===== src/rtl/mod_updown_counter.sv =====
// rtl/mod_updown_counter.sv - parametrised up/down modulo counter with wrap/saturate and event flags
module mod_updown_counter #(
  parameter int               WIDTH    = 4,
  parameter logic [WIDTH-1:0] MAX_VAL  = {WIDTH{1'b1}},
  parameter bit               SATURATE = 1'b0
) (
  input  logic             clk,
  input  logic             rst,
  input  logic             clr,
  input  logic             load,
  input  logic [WIDTH-1:0] load_val,
  input  logic             en,
  input  logic             up_dn,
  output logic [WIDTH-1:0] count,
  output logic             tc,
  output logic             wrap,
  output logic             sat
);

  localparam logic [WIDTH-1:0] ONE  = WIDTH'(1);
  localparam logic [WIDTH-1:0] ZERO = '0;

  logic [WIDTH-1:0] count_q, count_d;
  logic             wrap_q, wrap_d;
  logic             sat_q, sat_d;
  logic             at_max, at_zero;
  logic             step_up, step_dn;

  assign at_max  = (count_q == MAX_VAL);
  assign at_zero = (count_q == ZERO);

  // A count step only happens when neither clear nor load claims the edge.
  assign step_up = en & ~clr & ~load & up_dn;
  assign step_dn = en & ~clr & ~load & ~up_dn;

  // Terminal count flags the edge that is about to wrap or be blocked.
  assign tc = (step_up & at_max) | (step_dn & at_zero);

  // Next-state: clear beats load beats counting; out-of-range loads clamp to the top.
  always_comb begin
    count_d = count_q;
    wrap_d  = 1'b0;
    sat_d   = 1'b0;
    if (clr) begin
      count_d = ZERO;
    end else if (load) begin
      count_d = (load_val > MAX_VAL) ? MAX_VAL : load_val;
    end else if (step_up) begin
      if (!at_max) begin
        count_d = count_q + ONE;
      end else if (SATURATE) begin
        sat_d = 1'b1;
      end else begin
        count_d = ZERO;
        wrap_d  = 1'b1;
      end
    end else if (step_dn) begin
      if (!at_zero) begin
        count_d = count_q - ONE;
      end else if (SATURATE) begin
        sat_d = 1'b1;
      end else begin
        count_d = MAX_VAL;
        wrap_d  = 1'b1;
      end
    end
  end

  // State register; event flags land in the same cycle as the count they describe.
  always_ff @(posedge clk or negedge rst) begin
    if (!rst) begin
      count_q <= ZERO;
      wrap_q  <= 1'b0;
      sat_q   <= 1'b0;
    end else begin
      count_q <= count_d;
      wrap_q  <= wrap_d;
      sat_q   <= sat_d;
    end
  end

  assign count = count_q;
  assign wrap  = wrap_q;
  assign sat   = sat_q;

endmodule


===== config.mk =====
export PLATFORM = sky130hd
export DESIGN_NAME = mod_updown_counter
export DESIGN_NICKNAME = d
export VERILOG_FILES = /design/src/rtl/mod_updown_counter.sv
export SDC_FILE = /design/constraint.sdc
export NUM_CORES = 1
export LEC_CHECK = 0
export CAP_MARGIN = 20
export CORE_AREA = 3 3 40 42
export DETAILED_ROUTE_END_ITERATION = 8
export DIE_AREA = 0 0 43 45
export PLACE_DENSITY = 0.57
export REMOVE_ABC_BUFFERS = 1
export SKIP_CTS_REPAIR_TIMING = 1
export SYNTH_ARGS = -nofsm -noshare
export SYNTH_HDL_FRONTEND = slang
export SYNTH_SLANG_ARGS = --single-unit

===== constraint.sdc =====
create_clock -name clk -period 4.7 [get_ports clk]
set_input_delay 0.705 -clock clk [delete_from_list [all_inputs] [get_ports clk]]
set_output_delay 0.705 -clock clk [all_outputs]
set_load 0.005 [all_outputs]

==> impl_results.md <==
* Slew Viols, Final at 0
* Final Skew at 0.00225 ns
* Post-Synth Simple-Gate Area at 23.7%
* Leakage at 0.266 nW
* CORE AREA at 1280 sq um
* Area occupied by multi-input gates at 259 sq um
* Clock sinks at 5
* First-pass GRT wire length at 1430 um
* Die width at 43 um
* I/O Pins at 17
* CP cell instances: inv_1, ha_1, or3b_1, o21ai_0, and3_1, clkdlybuf4s50_1
* CP startpoint kind: flop
* Reg clk slew, reported paths at 0.04 ns
* Storage cell area at 125 sq um
* CTS tree: built
* DR DRC count at 0
* Avg WL per Cell at 11.3 um
* Final core occ at 46.3%
* Rows at 13
* Synthesized cell area at 417 sq um
* Flop2flop setup slack at 3.04 ns
* Seq/Total Area, Yosys at 30.0%
* Clk_lat worst skew at 0.25 ns
* Largest family of logic cells by synthesized area: simple AND/OR/NAND/NOR gates
* GPL Wtd Cong at 0.710
* Hpwl dp at 721 um
* CTS buffer count at 3
* Setup Crit Path Kind: flop to output pin
* Max H-tree Level at 1
* CTS root buf: clkbuf_4
* Pwr/cell area at 237 nW/um^2
* Max FO, Critical Path at 10
* Clock tree buffer depth at 2
* IO buf count at 15
* Tcrit/Tclk final at 62.1%
* Total Power at 0.141 mW
* VDD IR-drop max at 111 uV
* Layout area overhead at 42.6%
* Mux cell area share after synthesis at 4.80%
* TNS Setup at 0 ns
* 1st-iter DRT viols at 11
* Crit Reg-Reg Startpoint: count[0]
* R2r worst-path depth at 6
* Share of layout cells above drive strength 1 at 5.88%
* XOR/XNOR Fraction of Synth Area at 4.20%
* Async set or reset register ratio after synthesis at 100%
* Critical R2R Capture: count[0]
* Die ar. at 1940 sq um
* Syn Inst Count at 52
* Fmax at 343 MHz
* CP Buf/Inv Count at 2
* Max Cap Viol at 0
* DRT Pass-1 Iters at 4
* Slowest stage cell, crit path: clkdlybuf4s50_1
* Chip height at 45 um
* Top FF cell, synth: dfrtp_1
* RSZ-0062 raised after global routing: false
* Routed wire length at 937 um
* Vias at 403
* Placed Area at 568 sq um
* Slowest stage delay, CP at 0.49 ns
* Worst EP required at 3.99 ns
* Setup crit start: count[0]
* GRT Util Overall at 9.69%
* Vias in the first global route at 326
* EDFF count, synth at 0
* Post-synthesis adder-cell area fraction at 6.01%
* # diodes at 0
* Min-delay worst type: input pin to async pin
* Complex-gate fraction of the synthesized area at 22.5%
* Ys Warns at 0
* # setup viols final at 0
* Initial core utilization at 32.4%
* Syn Area/Cell at 8.01 sq um
* Fin nets at 81
* Largest net degree at the start of global routing at 11
* Antenna-violating nets left at 0
* FF+latch count, synth at 5
* Top delay family on crit path: buffers and inverters
* Minimum clock period at 2.92 ns
* Total congestion overflow at 0
* Unique masters post-synth at 28
* Fillers at 139
* Status: finished, final reports clean
* Antenna violations before repair at 0
* Critical path capture point type: output pin
* DR vias/cell at 4.86
* Endpoints failing hold at 0
* Final cell area excluding filler cells at 594 sq um
* Arr. time, crit path at 2.21 ns
-- worst max-delay path by stage --
stage / slack [ns] / cells after the start / end
3_5_place_dp: 1.87 / 4 / tc
6_report: 1.78 / 6 / tc
4_1_cts: 1.77 / 6 / tc
5_1_grt: 1.63 / 6 / tc
2_1_floorplan: 2.62 / 5 / tc
3_3_place_gp: 1.90 / 4 / tc
-- report_power, final --
group	switching (mW)	internal [mW]
combinational	0.0152	0.0224
clock	0.0188	0.0322
sequential	0.00585	0.0462
total	0.0398	0.101
-- placed cells by master (no fill, tap or decap), types with 2 or more instances in the layout --
| cell | netlist | routed |
|---|---|---|
| clkdlybuf4s50_1 | 0 | 15 |
| nand2_1 | 5 | 5 |
| dfrtp_1 | 5 | 5 |
| inv_1 | 4 | 4 |
| o21ai_0 | 4 | 4 |
| nor2_1 | 4 | 4 |
| a21oi_1 | 4 | 4 |
| clkbuf_4 | 0 | 3 |
| and3_1 | 2 | 2 |
| o31ai_1 | 2 | 2 |
| mux2i_1 | 2 | 2 |
| ha_1 | 2 | 2 |
-- routing by layer --
metal | GRT usage (%) | wire [um] | vias up | share of wire [%]
met3 | 4.78 | 94 | 0 | 10
met4 | 1.81 | 0 | 0 | 0
met1 | 11.7 | 408 | 173 | 44
met5 | 0 | 0 | - | 0
li1 | - | - | 211 | -
met2 | 15.9 | 433 | 19 | 46
-- cell families after synthesis --
kind of cell    count (synthesis)
compound gates                 15
buf+inv                         7
flops                           5
simple gates                   18
other cells                     1
mux                             2
fa+ha+maj                       2
xor+xnor                        2
-- flip-flops by register name (all words and copies together), names as in the netlist --
signal / count
count: 4
wrap: 1
-- stage by stage --
step	worst slack (ns)	std cells	hold WS, ns
global route	1.63	83	0.703
CTS	1.77	83	0.695
finish	1.78	83	0.689
floorplan	2.62	49	0.409
global placement	1.90	79	0.726
detailed placement	1.87	79	0.716
-- cell usage after synthesis, types with 2 or more instances --
cell type | number | share of area [%]
dfrtp_1 | 5 | 30
nand2_1 | 5 | 4.5
a21oi_1 | 4 | 4.8
inv_1 | 4 | 3.6
nor2_1 | 4 | 3.6
o21ai_0 | 4 | 4.8
and3_1 | 2 | 3.0
ha_1 | 2 | 6.0
mux2i_1 | 2 | 4.8
o31ai_1 | 2 | 3.6
-- final cells by class --
cell class / count / share of cell area (%)
Inverter: 4 / 2.53
Multi-Input combinational cell: 40 / 43.6
Clock buffer: 4 / 4.42
Tap cell: 15 / 3.16
Timing Repair Buffer: 15 / 25.3
Sequential cell: 5 / 21.1
-- worst register-to-register path, delay by kind of cell (launching register included) --
kind	cells	cell delay (ns)
and+or+nand+nor	1	0.37
buffers and inverters	1	0.09
adders and majority gates	1	0.19
AOI/OAI and AO/OA	3	0.47
DFF	1	0.47
Note: power is estimated with default switching activity, not from simulation.
